===== config.mk =====
export PLATFORM = sky130hd
export DESIGN_NAME = usb_slave_fifo_writer
export DESIGN_NICKNAME = d
export VERILOG_FILES = /design/src/rtl/usb_slave_fifo_writer.sv
export SDC_FILE = /design/constraint.sdc
export NUM_CORES = 1
export LEC_CHECK = 0
export CAP_MARGIN = 20
export CORE_UTILIZATION = 55
export DETAILED_ROUTE_END_ITERATION = 10
export GPL_ROUTABILITY_DRIVEN = 1
export GPL_TIMING_DRIVEN = 0
export PLACE_DENSITY = 0.82
export SETUP_SLACK_MARGIN = 0.1
export SYNTH_ARGS = -nofsm -noshare
export SYNTH_HDL_FRONTEND = slang
export SYNTH_SLANG_ARGS = --single-unit

===== constraint.sdc =====
create_clock -name clk -period 8.1 [get_ports clk]
set_input_delay 1.62 -clock clk [delete_from_list [all_inputs] [get_ports clk]]
set_output_delay 1.62 -clock clk [all_outputs]
set_load 0.03 [all_outputs]

===== src/rtl/usb_slave_fifo_writer.sv =====
// FX2-style synchronous slave-FIFO writer: elastic buffer in front of the host FIFO,
// idle-timeout PKTEND for short packets, sticky overflow flag and a sent-word counter.
module usb_slave_fifo_writer #(
  parameter int unsigned BUF_AW       = 4,
  parameter int unsigned PKT_WORDS    = 256,
  parameter int unsigned IDLE_TIMEOUT = 1024,
  parameter logic [1:0]  EP_ADDR      = 2'b10
) (
  input  logic        clk,
  input  logic        reset_n,
  input  logic        rst_all_fifo,
  input  logic [15:0] din,
  input  logic        din_en,
  input  logic        usb_pfull_n,
  output logic [15:0] usb_fd,
  output logic        usb_slwr_n,
  output logic        usb_pktend_n,
  output logic [1:0]  usb_fifoadr,
  output logic        overflow,
  output logic [15:0] words_sent
);

  localparam int unsigned Depth = 2 ** BUF_AW;
  localparam int unsigned PktW  = $clog2(PKT_WORDS);
  localparam int unsigned IdleW = $clog2(IDLE_TIMEOUT + 1);

  localparam logic [BUF_AW:0]  DepthCnt = (BUF_AW + 1)'(Depth);
  localparam logic [PktW-1:0]  PktLast  = PktW'(PKT_WORDS - 1);
  localparam logic [IdleW-1:0] IdleMax  = IdleW'(IDLE_TIMEOUT);

  typedef enum logic [1:0] {StIdle, StStream, StPktend} state_e;

  state_e            state_q, state_d;
  logic [BUF_AW-1:0] wr_ptr_q, wr_ptr_d;
  logic [BUF_AW-1:0] rd_ptr_q, rd_ptr_d;
  logic [BUF_AW:0]   count_q, count_d;
  logic [PktW-1:0]   pkt_cnt_q, pkt_cnt_d;
  logic [IdleW-1:0]  idle_q, idle_d;
  logic [15:0]       fd_q, fd_d;
  logic              slwr_n_q, slwr_n_d;
  logic              pktend_n_q, pktend_n_d;
  logic              ovf_q, ovf_d;
  logic [15:0]       ws_q, ws_d;

  logic [15:0] mem [Depth];

  logic buf_empty, buf_full;
  logic launch, push, drop;

  assign buf_empty = (count_q == '0);
  assign buf_full  = (count_q == DepthCnt);

  // A pop frees the slot in the same cycle, so a full buffer still accepts a word on launch.
  assign launch = !buf_empty && usb_pfull_n && (state_q != StPktend) && !rst_all_fifo;
  assign push   = din_en && (!buf_full || launch) && !rst_all_fifo;
  assign drop   = din_en && buf_full && !launch && !rst_all_fifo;

  always_ff @(posedge clk) begin
    if (push) begin
      mem[wr_ptr_q] <= din;
    end
  end

  always_comb begin
    state_d    = state_q;
    wr_ptr_d   = wr_ptr_q;
    rd_ptr_d   = rd_ptr_q;
    count_d    = count_q;
    pkt_cnt_d  = pkt_cnt_q;
    idle_d     = idle_q;
    fd_d       = fd_q;
    slwr_n_d   = 1'b1;
    pktend_n_d = 1'b1;
    ovf_d      = ovf_q | drop;
    ws_d       = ws_q;

    if (push) begin
      wr_ptr_d = wr_ptr_q + 1'b1;
    end

    if (launch) begin
      rd_ptr_d  = rd_ptr_q + 1'b1;
      fd_d      = mem[rd_ptr_q];
      slwr_n_d  = 1'b0;
      ws_d      = ws_q + 16'd1;
      // Full packets are committed by the host, so the count just wraps.
      pkt_cnt_d = (pkt_cnt_q == PktLast) ? '0 : pkt_cnt_q + 1'b1;
    end

    case ({push, launch})
      2'b10:   count_d = count_q + 1'b1;
      2'b01:   count_d = count_q - 1'b1;
      default: count_d = count_q;
    endcase

    if (push || launch) begin
      idle_d = '0;
    end else if ((state_q == StStream) && buf_empty && (pkt_cnt_q != '0)) begin
      idle_d = idle_q + 1'b1;
    end

    unique case (state_q)
      StIdle: begin
        if ((count_d != '0) || (pkt_cnt_d != '0)) begin
          state_d = StStream;
        end
      end
      StStream: begin
        if (idle_q == IdleMax) begin
          state_d    = StPktend;
          pktend_n_d = 1'b0;
          idle_d     = '0;
        end else if ((count_d == '0) && (pkt_cnt_d == '0)) begin
          state_d = StIdle;
        end
      end
      StPktend: begin
        state_d   = StIdle;
        pkt_cnt_d = '0;
        idle_d    = '0;
      end
      default: state_d = StIdle;
    endcase

    if (rst_all_fifo) begin
      state_d    = StIdle;
      wr_ptr_d   = '0;
      rd_ptr_d   = '0;
      count_d    = '0;
      pkt_cnt_d  = '0;
      idle_d     = '0;
      fd_d       = '0;
      slwr_n_d   = 1'b1;
      pktend_n_d = 1'b1;
      ovf_d      = 1'b0;
      ws_d       = '0;
    end
  end

  always_ff @(posedge clk or negedge reset_n) begin
    if (!reset_n) begin
      state_q    <= StIdle;
      wr_ptr_q   <= '0;
      rd_ptr_q   <= '0;
      count_q    <= '0;
      pkt_cnt_q  <= '0;
      idle_q     <= '0;
      fd_q       <= '0;
      slwr_n_q   <= 1'b1;
      pktend_n_q <= 1'b1;
      ovf_q      <= 1'b0;
      ws_q       <= '0;
    end else begin
      state_q    <= state_d;
      wr_ptr_q   <= wr_ptr_d;
      rd_ptr_q   <= rd_ptr_d;
      count_q    <= count_d;
      pkt_cnt_q  <= pkt_cnt_d;
      idle_q     <= idle_d;
      fd_q       <= fd_d;
      slwr_n_q   <= slwr_n_d;
      pktend_n_q <= pktend_n_d;
      ovf_q      <= ovf_d;
      ws_q       <= ws_d;
    end
  end

  assign usb_fd       = fd_q;
  assign usb_slwr_n   = slwr_n_q;
  assign usb_pktend_n = pktend_n_q;
  assign usb_fifoadr  = EP_ADDR;
  assign overflow     = ovf_q;
  assign words_sent   = ws_q;

endmodule


==> results.toml, run 1 <==
[status]
status = "finished clean"

[clock_network]
clkTransAtPathRegs_ns = 0.05
htree_levels = 2
cts_buffers = 35
cts_tree = "built"
ctsResizeCount = 0
clk_latency_ns = 0.53
hold_buffers = 0
cts_max_path_buffers = 3
cts_sinks = 325
cts_root_buffer = "clkbuf_16"
post_cts_buffers = 0

[layout]
nets = 969
areaGrowthSynthToFinish_pct = 18.2
register_area_sq_um = 9420
fin_cells = 1277
multi_input_area_sq_um = 3870
nFillCells = 1490
drive_gt1_share_pct = 19.6

[drt]
drc = 0
vias_per_cell = 6.26
drt_iter0_drc = 887
post_drt_wl_per_cell_microns = 24.4
ant_nets = 0
drt_wl_total_microns = 31100
num_vias = 8000
dr.pass1.iters = 5

[die]
fp.dieW_microns = 159
die_height_microns = 159
rows = 56
start_util_pct = 56.7
coreArea_sq_um = 23800
dieArea_sq_um = 25100
io_pins = 58

[pwr]
p_leak_nw = 5.52
switching_share_pct = 26.7
peakVddDrop_v = 0.000243
power_density_nw_per_um2 = 265
intPower_w = 0.00309
p_clk_share_pct = 37.1
p_comb_share_pct = 17.5
p_seq_share_pct = 45.4
p_switching_w = 0.00113

[place]
place_inst = 1211
gp_congestion = 0.834
dp_hpwl_microns = 19500
port_buffers = 55

[logic_synthesis]
synth_top_area_cell = "edfxtp_1"
syn_area_per_cell_sq_um = 16.6
synth_top_area_share_pct = 57.0
ys.flop_type = "edfxtp_1"
synth_nets = 850
synth_area_sq_um = 13500
ys_ff_latch = 325
synth.distinct_cells = 65
synth-edff-count = 256
yosysWarningCount = 0
syn_inst = 812
ys_async_sr_fraction_pct = 21.2
synthTopCellsByArea = "edfxtp_1 57%, dfrtp_1 12%, mux4_2 9.9%"
yosysSeqAreaShare_pct = 69.9

[grt]
antenna_found_initial = 2
grt_pass1_wl_microns = 47100
grt_max_degree = 36
track_usage_pct = 26.1
overflow = 0
grt_pass1_vias = 8060

[critical_path]
cp_data_required_time_ns = 8.50
startpoint_type = "input pin"
critPathCaptureType = "flop"
critPathArrivalTime_ns = 6.23
rr_worst_depth = 16
cp_max_fo = 11
criticalPathCategory = "in -> reg"

[job]
drv_cap = 0

[sta]
fin_crit_ns = 5.84
max_freq_mhz = 171
tightest_slew_ns = 1.09
slew_headroom_pct = 26.8
hold_viol_final = 0
finalSetupTns_ns = 0
setup_viol = 0
fin_skew_ns = 0.0177
period_share_pct = 72.0
rsz0062_at_grt = "false"
drv_slew = 0

[min_path]
hold_depth = 1
hp-class = "reg -> reg"
[worst max-delay path, cell delays in order]
cell	delay [ns]
clkdlybuf4s50_1	0.53
or3b_1	0.39
a21oi_2	0.34
clkbuf_1	0.71
ha_1	0.26
clkbuf_1	0.29
xor2_1	0.12
ha_1	0.24
a21oi_1	0.15
mux2i_1	0.24
xor2_1	0.24
o2111ai_1	0.21
nor4_4	0.40
nor4b_1	0.10
or3_1	0.38
[Yosys cell counts (all sizes together) (2+ instances only)]
| cell type | instances |
|---|---|
| edfxtp | 256 |
| dfrtp | 67 |
| mux4 | 59 |
| nor2 | 51 |
| a21oi | 35 |
| o21ai | 29 |
| mux2i | 27 |
| nand2 | 27 |
| clkbuf | 25 |
| inv | 21 |
| xor2 | 21 |
| buf | 18 |
| ha | 17 |
| nor3 | 12 |
| and3 | 10 |
| nand4 | 10 |
| nor4 | 10 |
| a22o | 9 |
| nand3 | 9 |
| or3 | 9 |
| xnor2 | 9 |
| a21o | 8 |
| a221oi | 7 |
| a22oi | 7 |
| mux2 | 7 |
| nor2b | 6 |
| a211oi | 4 |
| nand2b | 3 |
| nand3b | 3 |
| nor4b | 3 |
| a211o | 2 |
| a21boi | 2 |
| a31oi | 2 |
| and2 | 2 |
| and4 | 2 |
| conb | 2 |
| dfstp | 2 |
| o2111ai | 2 |
| or2 | 2 |
| or3b | 2 |
[power groups by stage]
stage / Combinational [W] / Sequential [W] / Clock [W]
2_1_floorplan: 0.000432 / 0.00199 / 0
3_3_place_gp: 0.000693 / 0.00195 / 0
3_5_place_dp: 0.000725 / 0.00195 / 0
4_1_cts: 0.000734 / 0.00192 / 0.00158
5_1_grt: 0.000791 / 0.00192 / 0.00164
6_report: 0.000738 / 0.00192 / 0.00157
[kinds of logic (layout without fill, tap and decap cells)]
group | count (synthesis) | count (layout) | synth area share (%)
adders and majority gates | 17 | 17 | 1.58
DFF | 325 | 325 | 69.9
AOI/OAI and AO/OA | 116 | 116 | 5.58
buffers and inverters | 64 | 209 | 2.01
muxes | 93 | 93 | 12.4
and+or+nand+nor | 165 | 165 | 6.46
xor gates and xnor gates | 30 | 30 | 2.01
other | 2 | 3 | 0.0557
[final timing paths]
check,endpoint,from,slack [ns]
max,state_q[1]$_DFFE_PN0P_,usb_pfull_n,2.26
min,usb_fd[7]$_DFFE_PN0P_,usb_fd[7]$_DFFE_PN0P_,0.48
max reg2reg,state_q[1]$_DFFE_PN0P_,state_q[0]$_DFFE_PN0P_,3.12
min reg2reg,usb_fd[7]$_DFFE_PN0P_,usb_fd[7]$_DFFE_PN0P_,0.48
max in group asynchronous,usb_slwr_n$_DFF_PN1_,reset_n,6.40
min in group asynchronous,idle_q[9]$_DFF_PN0_,reset_n,1.05
[flip-flops by register name (all words and copies together), names as in the netlist]
name	count
mem	256
usb_fd	16
words_sent	16
idle_q	11
pkt_cnt_q	8
count_q	5
rd_ptr_q	4
wr_ptr_q	4
state_q	2
overflow	1
usb_pktend_n	1
usb_slwr_n	1
[routing by layer]
metal | GRT usage (%) | routed length, microns | part of all wire, % | up-vias
li1 | - | - | - | 3419
met3 | 5.20 | 2630 | 8.5 | 94
met2 | 43.2 | 15300 | 49 | 406
met4 | 10.5 | 1150 | 3.7 | 0
met1 | 34.0 | 12000 | 39 | 4081
met5 | 0 | 0 | 0 | -
[layout by cell type, fill, tap and decap left out, types with 9 or more instances in the layout]
cell type | Yosys | final
nor2_1 | 51 | 47
clkbuf_16 | 0 | 35
a21oi_1 | 34 | 34
nand2_1 | 27 | 27
or3_1 | 9 | 9
a22o_1 | 9 | 9
ha_1 | 17 | 17
xnor2_1 | 9 | 9
clkbuf_1 | 25 | 35
inv_1 | 20 | 20
and3_1 | 10 | 10
mux2i_1 | 27 | 27
buf_6 | 1 | 12
edfxtp_1 | 256 | 256
dfrtp_1 | 67 | 67
mux4_2 | 59 | 59
clkdlybuf4s50_1 | 0 | 54
nand4_1 | 10 | 10
buf_2 | 10 | 10
xor2_1 | 20 | 20
buf_4 | 3 | 13
o21ai_0 | 27 | 27
[area by class of cell]
cell class	instances	share of cell area [%]
clock inverters	10	0.691
plain buffers	43	1.21
clock buffers	53	6.42
multi-input cells	423	24.3
flip-flops and latches	325	59.1
inverters	21	0.495
repair buffers	82	5.33
well taps	319	2.50
diodes	1	0.0157
[per-stage QoR]
step | utilization [%] | hold WS, ns | total power (W) | instance area, sq um | setup slack [ns]
after floorplan | - | 0.503 | 0.00242 | 13500 | 3.15
after global routing | 67.1 | 0.488 | 0.00436 | 15900 | 2.01
after detailed placement | 62.2 | 0.465 | 0.00267 | 14800 | 1.79
after CTS | 67.0 | 0.477 | 0.00423 | 15900 | 2.31
after global placement | 60.7 | 0.462 | 0.00264 | 14400 | 0.736
final | 67.1 | 0.475 | 0.00422 | 15900 | 2.26
(Power assumes the default switching activity.)
==> inputs of run 2 (changes only) <==
- CORE_UTILIZATION: 55 -> 54
- PLACE_DENSITY: 0.82 -> 0.84
- clock period: 8.1 -> 4.8 ns (I/O delays scaled with it)
==> run 2 against run 1 <==
  * Sequential power rose by 68%
  * Sequential share of layout area is 0.21 points lower
  * Via count decreased by 0.86%
  * Critical path type unchanged
  * Clock skew decreased by 0.0055 ns
  * Die area grew 1.8%
  * Register-to-register slack got worse by 2.7 ns
  * Total power increased by 68%
  * Global-route usage down 1.4 points
  * Clock power increased by 66%
  * Hold slack lost 0.21 ns
  * Non-clock buffer count grew 5
  * Sequential cell count unchanged
  * Largest cell class unchanged
==> results.toml, run 2 (same netlist as run 1, synthesis figures left out) <==
[status]
status = "finished clean"

[drt]
wl_met2_microns = 15200
top_layer = "met4"
vias_per_cell = 6.18
post_drt_wl_per_cell_microns = 23.9
num_vias = 7931
met3_length_microns = 2550
drt_wl_total_microns = 30700
ant_nets = 0
dr.pass1.iters = 5
drc = 0
drt_iter0_drc = 927
m1WireLength_microns = 11900

[critical_path]
critPathArrivalTime_ns = 4.95
cp_common_cell = "ha_1"
critPathCaptureType = "flop"
cp_max_fo = 9
rr_worst_depth = 17
startpoint_type = "input pin"
r2r_start = "state_q[0]$_DFFE_PN0P_"
path_cells = "clkdlybuf4s50_1 > nor3b_4 > o31a_1 > nor2b_4 > clkinvlp_4 > ha_1 > clkbuf_2 > xor2_1 > ha_1 > nor2b_1 > o32ai_1 > mux2i_1 > nand4_1 > nor4_4 > nor4b_1 > or3_1"
crit_start = "usb_pfull_n"
r2r_end = "state_q[1]$_DFFE_PN0P_"
ff2ff_setup_slack_ns = 0.44
endpoint = "state_q[1]$_DFFE_PN0P_"
slowest_delay_ns = 0.53
cp_slowest_cell = "clkdlybuf4s50_1"
criticalPathCategory = "in -> reg"
cp_data_required_time_ns = 5.20

[die]
coreArea_sq_um = 24400
rows = 57
die_height_microns = 160
io_pins = 58
fp.dieW_microns = 160
dieArea_sq_um = 25600
start_util_pct = 55.3

[min_path]
hp-class = "in -> async"

[sta]
max_freq_mhz = 220
drv_slew = 0
fin_skew_ns = 0.0122
slew_headroom_pct = 31.5
fin_crit_ns = 4.55
holdWs_ns = 0.270
setup_viol = 0
period_share_pct = 94.8
rsz0062_at_grt = "false"
setup_slack_ns = 0.251
tightest_slew_ns = 1.02
hold_viol_final = 0
finalSetupTns_ns = 0

[clock_network]
clkTransAtPathRegs_ns = 0.06
htree_levels = 2
clk_latency_ns = 0.52
cts_buffers = 34
hold_buffers = 0
cts_max_path_buffers = 3
cts_tree = "built"
cts_root_buffer = "clkbuf_16"
cts_sinks = 325

[pwr]
power_density_nw_per_um2 = 444
peakVddDrop_v = 0.000351
p_leak_nw = 5.53
total_power_w = 0.00711

[grt]
grt_pass1_vias = 7955
grt_max_degree = 62
overflow = 0
grt_pass1_wl_microns = 46500
antenna_found_initial = 0
track_usage_pct = 24.7

[layout]
top_register = "mem"
final_common_cell = "edfxtp_1"
fin_util_pct = 65.6
multi_input_area_sq_um = 3900
final_cell_mix = "256 x edfxtp_1, 67 x dfrtp_1, 59 x mux4_2"
nFillCells = 1619
drive_gt1_share_pct = 20.5
areaGrowthSynthToFinish_pct = 18.7
largest_reg_flops = 256
nets = 973
register_area_sq_um = 9420
diodes = 0

[place]
pre_cts_slack_ns = -0.818
dp_hpwl_microns = 19200
port_buffers = 55
gp_congestion = 0.834

[job]
drv_cap = 0
==> run 2: timing repair <==
action,CTS,global route
pin swaps,1,2
buffers inserted,1,5
setup endpoints to repair,2,2
resized for setup,3,10
==> run 2: how the worst min path moves through the flow <==
| stage | startpoint | end | slack (ns) | cells past startpoint |
|---|---|---|---|---|
| 6_report | reset_n | idle_q[9]$_DFF_PN0_ | 0.27 | 1 |
| 5_1_grt | reset_n | usb_fd[0]$_DFFE_PN0P_ | 0.27 | 1 |
| 4_1_cts | reset_n | usb_fd[0]$_DFFE_PN0P_ | 0.27 | 1 |
| 3_5_place_dp | usb_fd[13]$_DFFE_PN0P_ | usb_fd[13]$_DFFE_PN0P_ | 0.48 | 1 |
| 3_3_place_gp | usb_fd[13]$_DFFE_PN0P_ | usb_fd[13]$_DFFE_PN0P_ | 0.46 | 1 |
| 2_1_floorplan | wr_ptr_q[3]$_DFFE_PN0P_ | wr_ptr_q[3]$_DFFE_PN0P_ | 0.50 | 2 |
==> run 2: per-stage QoR <==
stage	area (sq um)	instances
5_1_grt	16000	1284
4_1_cts	15900	1278
6_report	16000	1284
2_1_floorplan	13500	812
3_3_place_gp	14400	1191
3_5_place_dp	14800	1216
==> run 2: worst max-delay path, delay by kind of cell <==
| family | cells | cell delay (ns) |
|---|---|---|
| AND/OR/NAND/NOR | 7 | 1.68 |
| buffers and inverters | 3 | 0.88 |
| AO/OA/AOI/OAI | 2 | 0.55 |
| adder cells (fa/ha/maj) | 2 | 0.44 |
| multiplexers | 1 | 0.28 |
| XOR/XNOR | 1 | 0.17 |
==> run 2: power by group <==
part	total, W	internal [W]	switching, W	leakage (nW)
Sequential	0.00323	0.00315	0.0000803	3.25
Clock	0.00260	0.00151	0.00109	0.525
Combinational	0.00128	0.000555	0.000721	1.75
Total	0.00711	0.00522	0.00189	5.53
==> run 2: final cells by class <==
| class | instances | area share, % |
|---|---|---|
| plain buffers | 43 | 1.26 |
| clock buffers | 45 | 5.64 |
| clock inverters | 16 | 1.22 |
| inverters | 21 | 0.516 |
| multi-input cells | 423 | 24.4 |
| flip-flops and latches | 325 | 58.9 |
| well taps | 324 | 2.53 |
| repair buffers | 87 | 5.59 |
==> run 2: metal layers <==
layer,up-vias,global-route usage (%)
met5,-,0
met4,0,10.2
met3,84,4.16
met2,438,40.5
met1,3984,33.0
li1,3425,-
==> inputs of run 3 (changes only) <==
- CORE_MARGIN: not set -> 1
==> results of run 3 <==
Final layout, timing and power as in run 2 (identical DEF).
